<file path="config.mk">
export PLATFORM = sky130hd
export DESIGN_NAME = exp_series_engine
export DESIGN_NICKNAME = d
export VERILOG_FILES = /design/src/rtl/exp_series_engine_pkg.sv /design/src/rtl/exp_series_engine_q8_mul.sv /design/src/rtl/exp_series_engine.sv
export SDC_FILE = /design/constraint.sdc
export NUM_CORES = 1
export LEC_CHECK = 0
export BUFFER_PORTS_ARGS = -buffer_cell sky130_fd_sc_hd__buf_2
export CORE_MARGIN = 4
export CORE_UTILIZATION = 40
export DETAILED_ROUTE_END_ITERATION = 8
export HOLD_SLACK_MARGIN = 0.1
export PLACE_DENSITY = 0.54
export SYNTH_ARGS = -nofsm -noshare
export SYNTH_HDL_FRONTEND = slang
export SYNTH_SLANG_ARGS = --single-unit
</file>
<file path="constraint.sdc">
create_clock -name clk -period 8.5 [get_ports clk]
set_input_delay 1.7 -clock clk [delete_from_list [all_inputs] [get_ports clk]]
set_output_delay 1.7 -clock clk [all_outputs]
set_load 0.01 [all_outputs]
</file>
<file path="src/rtl/exp_series_engine_pkg.sv">
// Shared types and constants for the e^x Taylor-series engine.
package exp_series_engine_pkg;

  typedef enum logic [2:0] {
    IDLE  = 3'd0,
    MUL_X = 3'd1,
    MUL_C = 3'd2,
    ACC   = 3'd3,
    DONE  = 3'd4
  } state_t;

  localparam logic [15:0] ONE_Q88  = 16'h0100;
  localparam logic [3:0]  LAST_K   = 4'd11;
  localparam int          Q8_SHIFT = 8;

endpackage

</file>
<file path="src/rtl/exp_series_engine_q8_mul.sv">
// Q8 fixed-point multiply: 24-bit product, shifted right by 8, truncated to 16 bits.
module q8_mul
  import exp_series_engine_pkg::*;
(
  input  logic [15:0] a,
  input  logic [15:0] b,
  output logic [15:0] p
);

  logic [23:0] prod;

  assign prod = 24'(32'(a) * 32'(b));
  assign p    = prod[Q8_SHIFT +: 16];

endmodule

</file>
<file path="src/rtl/exp_series_engine.sv">
// Iterative Taylor-series evaluator for e^(x/256) in Q8.8, one shared multiplier,
// three cycles per series term.
module exp_series_engine
  import exp_series_engine_pkg::*;
(
  input  logic        clk,
  input  logic        rst,
  input  logic        start,
  input  logic [7:0]  x,
  output logic [3:0]  coef_addr,
  input  logic [15:0] coef_data,
  output logic        busy,
  output logic        done,
  output logic [15:0] result
);

  // Handshake: start is a one-cycle request taken only in IDLE; done is a
  // one-cycle pulse with result valid, and result holds until the next start.
  state_t      state;
  state_t      state_nxt;
  logic [7:0]  x_q;
  logic [15:0] term;
  logic [15:0] sum;
  logic [3:0]  k;
  logic [15:0] mul_b;
  logic [15:0] mul_p;
  logic        last_iter;

  assign mul_b     = (state == MUL_C) ? coef_data : {8'h00, x_q};
  assign last_iter = (term == 16'h0000) || (k == LAST_K);
  assign busy      = (state != IDLE);
  assign coef_addr = (state == IDLE) ? 4'd0 : k;

  q8_mul u_mul (
    .a (term),
    .b (mul_b),
    .p (mul_p)
  );

  always_ff @(posedge clk or posedge rst) begin
    if (rst) state <= IDLE;
    else     state <= state_nxt;
  end

  always_comb begin
    state_nxt = state;
    case (state)
      IDLE:    if (start) state_nxt = MUL_X;
      MUL_X:   state_nxt = MUL_C;
      MUL_C:   state_nxt = ACC;
      ACC:     state_nxt = last_iter ? DONE : MUL_X;
      DONE:    state_nxt = IDLE;
      default: state_nxt = IDLE;
    endcase
  end

  always_ff @(posedge clk or posedge rst) begin
    if (rst) begin
      x_q    <= 8'h00;
      term   <= 16'h0000;
      sum    <= 16'h0000;
      k      <= 4'd0;
      result <= 16'h0000;
      done   <= 1'b0;
    end else begin
      done <= 1'b0;
      case (state)
        IDLE: begin
          if (start) begin
            x_q  <= x;
            term <= ONE_Q88;
            sum  <= ONE_Q88;
            k    <= 4'd0;
          end
        end
        MUL_X: term <= mul_p;
        MUL_C: term <= mul_p;
        ACC: begin
          sum <= sum + term;
          // k stays on the last index so coef_addr never passes LAST_K
          if (!last_iter) k <= k + 4'd1;
        end
        DONE: begin
          result <= sum;
          done   <= 1'b1;
        end
        default: ;
      endcase
    end
  end

endmodule

</file>
After elaboration in Yosys (flattened, before gate mapping)
Cells that the tools add are included.

$add $sub $neg: 2. Div/mod/pow operators: 0. Equality and inequality tests: 7. Shifts and indexed selects: 0. $mul: 1. Reductions and logical operators: 11. Muxes and demuxes: 12. $lt $le $gt $ge: 0. Bitwise operators: 0.

Operators by type and width (number): $pmux 16 s2 (2); $mux 16 (2); $mul 16x16->24 (1); $add 16x16->16 (1); $logic_not 16->1 (1); $mux 4 (3); $pmux 3 s4 (1); $pmux 4 s2 (1); $eq 3x2->1 const B (2); $mux 3 (2); $reduce_and 2->1 (3); $add 4x1->4 const B (1); $eq 4x4->1 const B (1); $ne 2x2->1 const B (2); $reduce_bool 2->1 (2); $eq 3x1->1 const B (1); $eq 3x3->1 const B (1); $logic_not 3->1 (1); $reduce_and 3->1 (1); $reduce_bool 3->1 (1); $reduce_or 2->1 (1); $logic_or 1x1->1 (1); $mux 1 (1).

RAM bits: 0. Logic and storage cells: 40. Register bits after elaboration: 64. Bits in latches: 0. Memories: 0. ROM bits: 0. Output and inout bits: 22. Bits of input ports: 27.

Logic depth before layout (Yosys ltp)
Gate-level depths: netlist of run 1.

Depth after elaboration: 4. Mapped depth: 27. Depth with buffers taken out: 23.

Hierarchy
From an unflattened synthesis of run 1, not the netlist that was laid out.

Cell total of the unflattened synthesis: 1126. Area, all modules: 10284.9 um^2.

Modules (own cells, without submodules): q8_mul (area each 6807.8 um^2, times used 1, cells an instance 789, seq. area each 0.0 um^2); exp_series_engine (area each 3477.1 um^2, times used 1, cells an instance 337, seq. area each 1601.5 um^2).

Worst setup path before layout of run 1
Ideal clock, no wire load.

Path kind: input to register. From: input port coef_data[4]. To: register term[15]. Setup slack: 0.843 ns. Stages on the path: 21. Path buffers: 1. Arrival: 7.535 ns. Setup time: 0.122 ns. Required time: 8.378 ns. Path through: mux2i_1 > clkbuf_1 > nor2b_1 > fa_1 > inv_1 > fa_1 > fa_1 > inv_1 > fa_1 > fa_1 > inv_1 > fa_1 > inv_1 > ha_1 > a21o_1 > a21o_1 > a221o_1 > a211oi_2 > o31ai_1 > or3b_1 > a32o_1.

Word-level cells in the longest chain between the ends: 3.

Ends and longest elaborated chain: start: declaration (line exp_series_engine.sv:11) `input logic [15:0] coef_data,`; $mux 16 (line exp_series_engine.sv:29) `assign mul_b = (state == MUL_C) ? coef_data : {8'h00, x_q};`; $mul 16x16->24 (line exp_series_engine_q8_mul.sv:12) `assign prod = 24'(32'(a) * 32'(b));`; $pmux 16 s2 (line exp_series_engine.sv:67) `case (state)`; end signal: assignment (line exp_series_engine.sv:76) `MUL_X: term <= mul_p;`; end signal: assignment (line exp_series_engine.sv:77) `MUL_C: term <= mul_p;`; end: declaration (line exp_series_engine.sv:22) `logic [15:0] term;`.

Every way passes these cells. A chain may end at the register's enable or synchronous reset.

Final worst setup path of run 1
From: register state[2]. To: register term[15].

Word-level cells in the longest chain between the ends: 4. Elaborated cells on any way between the ends: 10. Classes of those cells: mul: 1; eq/ne: 3; mux: 2; reduce/logical: 4.

Ends and longest elaborated chain: start: declaration (line exp_series_engine.sv:19) `state_t state;`; start signal: assignment (line exp_series_engine.sv:42) `else state <= state_nxt;`; $eq 3x2->1 / $eq 3x1->1 (equally long branches) (line exp_series_engine.sv:29, exp_series_engine.sv:67); $mux 16 / $reduce_or 2->1 (equally long branches); $mul 16x16->24 / $reduce_bool 2->1 (equally long branches); $pmux 16 s2 / $reduce_and 2->1 (equally long branches).

Several ways; a longest one is shown, not always the timed one.

==> results of run 1 <==
## tightest hold or removal path, delay by kind of cell, from the launching register on
kind | cells | cell delay (ns)
flip-flops | 1 | 0.33
AND/OR/NAND/NOR | 2 | 0.11
## routing by layer
metal,vias up,wire [um]
li1,3469,-
met1,3740,11800
met2,152,12800
met3,20,983
met4,0,259
met5,-,0
## registers in the layout, summed over array words and instances (netlist names)
register	cells
result	16
sum	16
term	16
x_q	8
k	4
state	3
done	1
## layout by cell type (no fill, tap or decap), types with 21 or more instances in the layout
cell / instances
xnor2_1: 30
and3_1: 43
mux2_2: 21
nand2_1: 154
buf_2: 48
nand3_1: 26
nor2b_1: 49
nor2_1: 29
and2_1: 29
fa_1: 168
ha_1: 82
inv_1: 215
dfrtp_1: 64
## area by class of cell
class                   instances  share of cell area [%]
diodes                          1                  0.0229
clock buffers                  10                    2.18
clock inverters                 6                   0.400
inverters                     216                    7.41
multi-input cells             771                    68.3
flip-flops and latches         64                    14.6
well taps                     324                    3.70
repair buffers                 65                    3.36
## cell families after synthesis
kind of cell	Yosys count	synth area share (%)
AOI/OAI and AO/OA	89	6.28
xor gates and xnor gates	43	3.74
adders and majority gates	250	43.6
buffers and inverters	269	10.0
DFF	64	15.9
muxes	25	2.74
and+or+nand+nor	364	17.8
## how the worst min path moves through the flow
stage | cells past startpoint | to | startpoint
5_1_grt | 1 | result[1]$_DFFE_PP0P_ | result[1]$_DFFE_PP0P_
3_3_place_gp | 2 | x_q[5]$_DFFE_PP0P_ | x_q[5]$_DFFE_PP0P_
3_5_place_dp | 2 | x_q[5]$_DFFE_PP0P_ | x_q[5]$_DFFE_PP0P_
4_1_cts | 2 | x_q[5]$_DFFE_PP0P_ | x_q[5]$_DFFE_PP0P_
2_1_floorplan | 2 | x_q[0]$_DFFE_PP0P_ | x_q[0]$_DFFE_PP0P_
6_report | 2 | x_q[5]$_DFFE_PP0P_ | x_q[5]$_DFFE_PP0P_
## stage by stage
step	instances	hold slack, ns
finish	1457	0.473
global route	1456	0.513
CTS	1456	0.475
detailed placement	1440	0.462
global placement	1440	0.462
floorplan	1104	0.442
==> impl_metrics.csv, run 1 <==
group,metric,value,unit
synth,ys_seq_area_share,15.9,%
synth,ys_top_cells_by_area,"fa_1 (33%), dfrtp_1 (16%), ha_1 (10%)",
finish,fin_area,0.0109,mm2
synth,ys_types,51,
synth,ys.flop_type,"dfrtp_1",
setup_path,arrival,7.76,ns
sta,final.setup.tns,0,ns
die,start_util,41.1,%
global_routing,grt_max_degree,65,
finish,num-fill-cells,2453,
job,max-cap-violations,0,
setup_path,startpoint,"state[2]$_DFFE_PP0P_",
clock_tree,cts_made_buffers,9,
global_routing,grtUsageMet2,33.5,%
setup_path,r2r_cells,20,
setup_path,slowest_stage,"nor3b_4",
global_routing,grt_pass1_vias,8058,
sta,maxSlewHeadroom,21.5,%
clock_tree,clkLatencyLatePin,0.34,ns
setup_path,crit_end,"term[15]$_DFFE_PP0P_",
clock_tree,clk_pin_slew,0.06,ns
setup_path,crit_required,8.72,ns
drt,ant_nets,0,
place,place_hpwl,20.0,mm
finish,nets,1404,
synth,synth_seq_cells,64,
synth,synth_area,0.0101,mm2
drt,drt-pass1-iter-count,5,
clock_tree,htree_num_levels,3,
synth,yosysTopAreaCell,"fa_1",
place,pre_cts_ws,0.702,ns
drt,drt_iter0_markers,283,
setup_path,crit_buf_inv,3,
place,placed_area,0.0107,mm2
synth,syn_avg_cell_area,9.13,um2
setup_path,path_common_cell,"fa_1",
sta,maxSlewViolCount,0,
sta,rsz0062_at_grt,"no",
sta,setup_slack,0.960,ns
clock_tree,clock_sinks,64,
finish,final_core_util,44.6,%
drt,wl_per_cell,17.7,um
die,ios,49,
synth,yosys.area.top_type_share,33.4,%
clock_tree,clockBufferDepth,2,
global_routing,met3_usage,2.54,%
drt,remaining_drc_errors,0,
clock_tree,cts_hold_buf,0,
setup_path,r2r-start,"state[2]$_DFFE_PP0P_",
worst_hold_path,hold_class,"reg2reg",
die,row_count,57,
clock_tree,postCtsSetupBuffers,0,
synth,ys_warn_count,0,
setup_path,startpoint_type,"register",
synth,synth_nets,1381,
outcome,status,"finished clean",
sta,worst_slew_pin_slew,1.17,ns
global_routing,grt_pass1_wl,43.9,mm
global_routing,overflow,0,
synth,synth.most_common_cell,"inv_1",
drt,drt_wl_total,25.8,mm
drt,vias,7381,
global_routing,antenna_found_initial,0,
sta,hold_violations,0,
setup_path,cp.depth,20,
synth,async_flop_share,100,%
die,die_area,0.0278,mm2
sta,fin_crit_sh,88.7,%
place,io_buffers,48,
setup_path,regToRegSetupSlack,0.96,ns
setup_path,cp-end-kind,"register",
die,core_area,0.0245,mm2
setup_path,path_delay_family,"adder cells",
sta,finClkSkew,0.00739,ns
clock_tree,root_buffer,"clkbuf_16",
global_routing,grtUsageTotal,19.6,%
synth,ys_top_cells_by_count,"inv_1 (216), fa_1 (168), nand2_1 (154), ha_1 (82), dfrtp_1 (64)",
die,dieWidth,167,um
clock_tree,cts.repair.resized,0,
synth,synth_enable_flop_cells,0,
setup_path,path_cells,"nor3b_4, mux2_2, nand2_1, fa_1, fa_1, fa_1, inv_1, fa_1, fa_1, inv_1, fa_1, inv_1, ha_1, a21o_1, a21o_1, a221o_1, a211oi_2, o31ai_1, or3b_1, a32o_1",
die,die_y,167,um
global_routing,use_met1,27.4,%
setup_path,cp_slowest_stage_delay,0.84,ns
finish,multiInputGateArea,0.00748,mm2
finish,seq_area,0.00160,mm2
global_routing,busiest_layer,"met2",
place,globalplace.congestion,0.814,
setup_path,critPathMaxFanout,14,
setup_path,r2r_end,"term[15]$_DFFE_PP0P_",
sta,fin_crit,7.54,ns
sta,setup_viol,0,
finish,layout-drive-gt1-share,9.63,%
finish,area_growth,8.62,%
setup_path,crit_type,"reg2reg",
sta,max_freq,133,MHz
clock_tree,cts_tree,"done",
synth,syn_inst,1104,
drt,vias_per_cell,5.07,
Power of run 1 is left out: the tool's default activity adds up to more than one toggle a clock period on the data nets, which glitch-free logic cannot reach.
==> inputs of run 2 (changes only) <==
Settings changed: SYNTH_HIERARCHICAL set to 1.
==> run 2 against run 1 <==
- critical path depth increased by 2
- first-iteration DRC count increased by 8.8%
- clock skew decreased by 0.0038 ns
- flip-flop and latch count unchanged
- final cell count increased by 1.9%
- setup slack improved by 0.24 ns
- worst hold slack improved by 0.00095 ns
- design area increased by 1.8%
- synthesized area increased by 2.0%
==> impl_metrics.csv, run 2 <==
group,metric,value,unit
outcome,status,"finished clean",
finish,fin_area,0.0111,mm2
sta,worst_slew_pin_slew,0.958,ns
finish,layout-drive-gt1-share,9.45,%
synth,synth_area,0.0103,mm2
drt,drt_wl_total,25.0,mm
setup_path,crit_type,"in2reg",
clock_tree,clkLatencyLatePin,0.33,ns
sta,maxSlewViolCount,0,
drt,drt_iter0_markers,308,
clock_tree,clk_pin_slew,0.05,ns
synth,synth_enable_flop_cells,0,
drt,ant_nets,0,
die,ios,49,
synth,ys_types,62,
clock_tree,root_buffer,"clkbuf_16",
sta,rsz0062_at_grt,"no",
sta,setup_slack,1.20,ns
synth,ys_top_cells_by_area,"fa_1 (33%), dfrtp_1 (16%), ha_1 (10%)",
job,max-cap-violations,0,
global_routing,grt_max_degree,65,
sta,maxSlewHeadroom,36.1,%
synth,ys_seq_area_share,15.6,%
synth,syn_inst,1126,
clock_tree,cts_tree,"done",
synth,synth_nets,1403,
finish,final_cell_mix,"inv_1 (216), nand2_1 (185), fa_1 (168), and2_1 (111), ha_1 (82)",
setup_path,crit_required,8.72,ns
clock_tree,cts_hold_buf,0,
global_routing,grtUsageTotal,18.7,%
setup_path,arrival,7.52,ns
synth,ys.flop_type,"dfrtp_1",
sta,final.setup.tns,0,ns
finish,num_antenna_cells,0,
clock_tree,htree_num_levels,3,
clock_tree,clock_sinks,64,
global_routing,overflow,0,
synth,synth_seq_cells,64,
place,place_hpwl,19.4,mm
finish,nets,1426,
drt,vias,7501,
global_routing,grt_pass1_wl,42.5,mm
clock_tree,cts_made_buffers,9,
place,placed_area,0.0108,mm2
worst_hold_path,hold_class,"reg2reg",
clock_tree,postCtsSetupBuffers,0,
synth,ys_top_cells_by_count,"inv_1 (217), nand2_1 (185), fa_1 (168), and2_1 (111), ha_1 (82)",
drt,vias_per_cell,5.05,
synth,yosys.area.top_type_share,32.7,%
synth,yosysTopAreaCell,"fa_1",
synth,synth.most_common_cell,"inv_1",
synth,async_flop_share,100,%
synth,ys_warn_count,6,
die,start_util,40.7,%
drt,wl_per_cell,16.9,um
setup_path,critPathMaxFanout,16,
sta,max_freq,137,MHz
sta,finClkSkew,0.00358,ns
setup_path,cp-end-kind,"register",
place,io_buffers,48,
die,die_area,0.0283,mm2
synth,syn_avg_cell_area,9.13,um2
setup_path,startpoint_type,"primary input",
sta,setup_viol,0,
global_routing,grt_pass1_vias,8119,
finish,final_common_cell,"inv_1",
place,pre_cts_ws,0.854,ns
clock_tree,cts.repair.resized,0,
clock_tree,clockBufferDepth,2,
die,core_area,0.0253,mm2
place,globalplace.congestion,0.810,
sta,fin_crit_sh,85.8,%
finish,top_regs,"result: 16 flops, sum: 16 flops, term: 16 flops",
sta,fin_crit,7.30,ns
drt,remaining_drc_errors,0,
drt,drt-pass1-iter-count,5,
global_routing,antenna_found_initial,0,
sta,hold_violations,0,
die,die_y,168,um
finish,area_growth,8.32,%
die,row_count,58,
die,dieWidth,168,um
-- run 2: cell type report --
| type | count | area (um2) |
|---|---|---|
| repair buffers | 57 | 308 |
| inverters | 217 | 815 |
| clock buffers | 14 | 284 |
| flip-flops and latches | 64 | 1600 |
| fillers | 2494 | 14100 |
| clock inverters | 2 | 35.0 |
| well taps | 330 | 413 |
| multi-input cells | 800 | 7680 |
-- run 2: final timing paths --
path                                            from                    to  slack, ns  cells after the start
min in group asynchronous                        rst        done$_DFF_PP0_       1.61                      3
worst max-delay path                    coef_data[4]   term[9]$_DFFE_PP0P_       1.20                     22
worst max register to register  state[1]$_DFFE_PP0P_   term[9]$_DFFE_PP0P_       1.24                     23
max in group asynchronous                        rst  state[0]$_DFFE_PP0P_       6.36                      3
worst min register to register    x_q[1]$_DFFE_PP0P_    x_q[1]$_DFFE_PP0P_       0.47                      2
worst min-delay path              x_q[1]$_DFFE_PP0P_    x_q[1]$_DFFE_PP0P_       0.47                      2
-- run 2: cells by family after synthesis --
family          count (synthesis)  share of synthesized area, %
compound gates                111                          7.96
mux                            25                          2.73
simple gates                  372                          17.8
flops                          64                          15.6
xor+xnor                       42                          3.58
fa+ha+maj                     250                          42.7
buf+inv                       262                          9.71
-- run 2: layer usage --
layer | track usage [%] | vias up | wire length [um] | share of wire [%]
met5 | 0 | - | 0 | 0
met4 | 2.82 | 0 | 217 | 0.87
met3 | 2.09 | 18 | 802 | 3.2
met2 | 31.2 | 136 | 11900 | 47
met1 | 26.9 | 3833 | 12100 | 48
li1 | - | 3514 | - | -
-- run 2: per-stage QoR --
stage | util [%] | hold slack (ns) | std cells
after floorplan | - | 0.442 | 1126
final | 44.1 | 0.474 | 1484
after CTS | 44.1 | 0.472 | 1484
after global placement | 42.9 | 0.455 | 1468
after global routing | 44.1 | 0.499 | 1484
after detailed placement | 42.9 | 0.458 | 1468
-- run 2: worst max-delay path, cell delays in order --
cell and delay [ns]:
buf_2 0.09, mux2_2 0.39, and2_1 0.23, fa_1 0.53
inv_1 0.05, fa_1 0.46, fa_1 0.51, inv_1 0.05
fa_1 0.50, fa_1 0.49, inv_1 0.05, fa_1 0.47
inv_1 0.04, ha_1 0.32, a2111o_1 0.39, a211oi_2 0.20
a21boi_4 0.27, nor2_2 0.08, a21o_1 0.21, a211oi_2 0.21
nor2_1 0.06, a22o_1 0.20
Power of run 2 is left out for the same reason.
==> inputs of run 3 (changes only) <==
Settings changed: ABC_AREA set to 1, TNS_END_PERCENT set to 5.
==> run 3 against run 2 <==
- utilization shrank 0.16 points
- synthesized cell count is 37% higher
- sequential share of layout area shrank 1.3 points
- final cell count up 31%
- critical path depth up 2
- design area increased by 9.6%
- setup slack better by 0.29 ns
- worst hold slack got worse by 0.0092 ns
==> impl_metrics.csv, run 3 <==
group,metric,value,unit
global_routing,grtUsageTotal,19.9,%
synth,ys_warn_count,6,
synth,muxShareOfSynthArea,1.80,%
sta,finClkSkew,0.0112,ns
drt,ant_nets,0,
clock_tree,cts.repair.resized,0,
die,ios,49,
sta,worst_slew_pin_slew,1.02,ns
synth,synth_area,0.0113,mm2
sta,hold_violations,0,
synth,synth-adder-area-share,38.9,%
global_routing,grt_pass1_wl,48.9,mm
setup_path,critPathMaxFanout,7,
synth,synth_xor_xnor_area_share,1.40,%
clock_tree,root_buffer,"clkbuf_16",
drt,wl_per_cell,15.0,um
synth,syn_inst,1539,
finish,nets,1840,
die,row_count,61,
sta,fin_crit,7.01,ns
finish,final_cell_mix,"nand2_1 (482), inv_1 (423), fa_1 (168), ha_1 (82), dfrtp_1 (64)",
sta,fin_crit_sh,82.5,%
clock_tree,htree_num_levels,3,
synth,synthSimpleGateAreaFrac,22.6,%
finish,area_growth,8.29,%
die,core_area,0.0278,mm2
clock_tree,clock_sinks,64,
finish,final_common_cell,"nand2_1",
setup_path,crit_required,8.72,ns
place,io_buffers,48,
setup_path,slowest_stage,"fa_1",
global_routing,antenna_found_initial,0,
synth,ys.flop_type,"dfrtp_1",
sta,max_freq,143,MHz
die,die_y,176,um
synth,synth_compound_area_share,4.48,%
setup_path,path_cells,"buf_2, inv_1, nor2_1, nand2_1, fa_1, inv_1, fa_1, fa_1, fa_1, fa_1, inv_1, fa_1, inv_1, ha_1, nand2_1, nor2_1, nor3b_1, nand2_1, a21oi_1, nor2_1, nand3_1, nand2_1, nand2_1, o21ai_0",
sta,maxSlewHeadroom,32.1,%
drt,remaining_drc_errors,0,
clock_tree,cts_hold_buf,0,
place,place_hpwl,22.8,mm
synth,synth_top_family_by_area,"adder cells",
drt,vias,9078,
finish,seq_area,0.00160,mm2
clock_tree,cts_made_buffers,9,
synth,yosys.area.top_type_share,29.8,%
finish,multiInputGateArea,0.00780,mm2
worst_hold_path,hold_class,"reg2reg",
sta,maxSlewViolCount,0,
synth,syn_avg_cell_area,7.33,um2
synth,synth_enable_flop_cells,0,
finish,layout-drive-gt1-share,8.48,%
job,max-cap-violations,0,
sta,setup_viol,0,
drt,vias_per_cell,4.66,
global_routing,overflow,0,
setup_path,path_common_cell,"fa_1",
clock_tree,cts_tree,"done",
clock_tree,clk_pin_slew,0.06,ns
global_routing,grt_max_degree,65,
sta,final.setup.tns,0,ns
setup_path,cp_slowest_stage_delay,0.59,ns
place,globalplace.congestion,0.880,
synth,ys_seq_area_share,14.2,%
setup_path,startpoint_type,"primary input",
finish,num-fill-cells,2933,
die,die_area,0.0309,mm2
setup_path,cp-end-kind,"register",
synth,synth.most_common_cell,"nand2_1",
die,start_util,40.6,%
die,dieWidth,176,um
synth,async_flop_share,100,%
clock_tree,clkLatencyLatePin,0.34,ns
clock_tree,postCtsSetupBuffers,0,
synth,ys_top_cells_by_area,"fa_1 (30%), nand2_1 (16%), dfrtp_1 (14%)",
drt,drt-pass1-iter-count,5,
synth,ys_types,39,
global_routing,grt_pass1_vias,9594,
clock_tree,clockBufferDepth,2,
setup_path,crit_type,"in2reg",
drt,drt_wl_total,29.3,mm
finish,top_regs,"result: 16 flops, sum: 16 flops, term: 16 flops",
synth,yosysTopAreaCell,"fa_1",
outcome,status,"finished clean",
finish,num_antenna_cells,0,
synth,ys_top_cells_by_count,"nand2_1 (482), inv_1 (424), fa_1 (168), ha_1 (82), dfrtp_1 (64)",
synth,synth_seq_cells,64,
sta,rsz0062_at_grt,"no",
drt,drt_iter0_markers,488,
setup_path,arrival,7.24,ns
synth,synth_nets,1816,
[run 3: cell count changes in the layout (fill, tap and decap cells not counted), sizes merged, moves of 8 or more]
cell | before | now
a22o | 16 | 0
inv | 217 | 433
nand3 | 9 | 49
o21ai | 29 | 46
mux2 | 24 | 16
and2 | 113 | 1
buf | 57 | 67
a21o | 8 | 0
nand2 | 185 | 489
nor2 | 22 | 51
a21oi | 24 | 32
xnor2 | 32 | 7
[run 3: routing by layer]
layer | routed length (um) | GRT usage (%) | vias up | share of wire, %
li1 | - | - | 4487 | -
met1 | 13700 | 27.8 | 4414 | 47
met2 | 14000 | 34.2 | 154 | 48
met3 | 1200 | 1.72 | 23 | 4.1
met4 | 306 | 3.80 | 0 | 1.0
met5 | 0 | 0 | - | 0
[run 3: final cells by class]
| class | count | area share [%] |
|---|---|---|
| multi-input cells | 990 | 63.9 |
| inverters | 431 | 13.3 |
| flip-flops and latches | 64 | 13.1 |
| well taps | 378 | 3.87 |
| repair buffers | 67 | 3.14 |
| clock buffers | 9 | 1.84 |
| clock inverters | 7 | 0.840 |
[run 3: path summary, 6_finish.rpt]
path,start,endpoint,depth (start not counted),slack (ns)
worst max-delay path,coef_data[10],term[15]$_DFFE_PP0P_,24,1.49
worst min-delay path,result[12]$_DFFE_PP0P_,result[12]$_DFFE_PP0P_,2,0.46
worst max register to register,state[2]$_DFFE_PP0P_,term[15]$_DFFE_PP0P_,24,1.92
worst min register to register,result[12]$_DFFE_PP0P_,result[12]$_DFFE_PP0P_,2,0.46
max in group asynchronous,rst,k[3]$_DFFE_PP0P_,3,6.30
min in group asynchronous,rst,result[9]$_DFFE_PP0P_,3,1.58
[run 3: logic make-up (layout without fill, tap and decap cells)]
family	count (synthesis)	in the layout
xor+xnor	18	18
buf+inv	485	514
compound gates	88	88
simple gates	618	618
flops	64	64
fa+ha+maj	250	250
mux	16	16
[run 3: worst max-delay path, delay by kind of cell]
family | cells | cell delay, ns
AOI/OAI and AO/OA | 2 | 0.23
adders and majority gates | 7 | 3.36
buffers and inverters | 5 | 0.27
and+or+nand+nor | 10 | 1.69
[run 3: through the flow]
| stage | std cells | setup slack, ns | util [%] | area [um2] | hold WS (ns) |
|---|---|---|---|---|---|
| global route | 1946 | 1.12 | 44.0 | 12200 | 0.499 |
| detailed placement | 1930 | 1.15 | 42.8 | 11900 | 0.454 |
| finish | 1946 | 1.49 | 44.0 | 12200 | 0.465 |
| CTS | 1946 | 1.51 | 44.0 | 12200 | 0.470 |
| floorplan | 1539 | 1.67 | - | 11300 | 0.474 |
| global placement | 1930 | 1.16 | 42.8 | 11900 | 0.451 |
Power of run 3 is left out for the same reason.
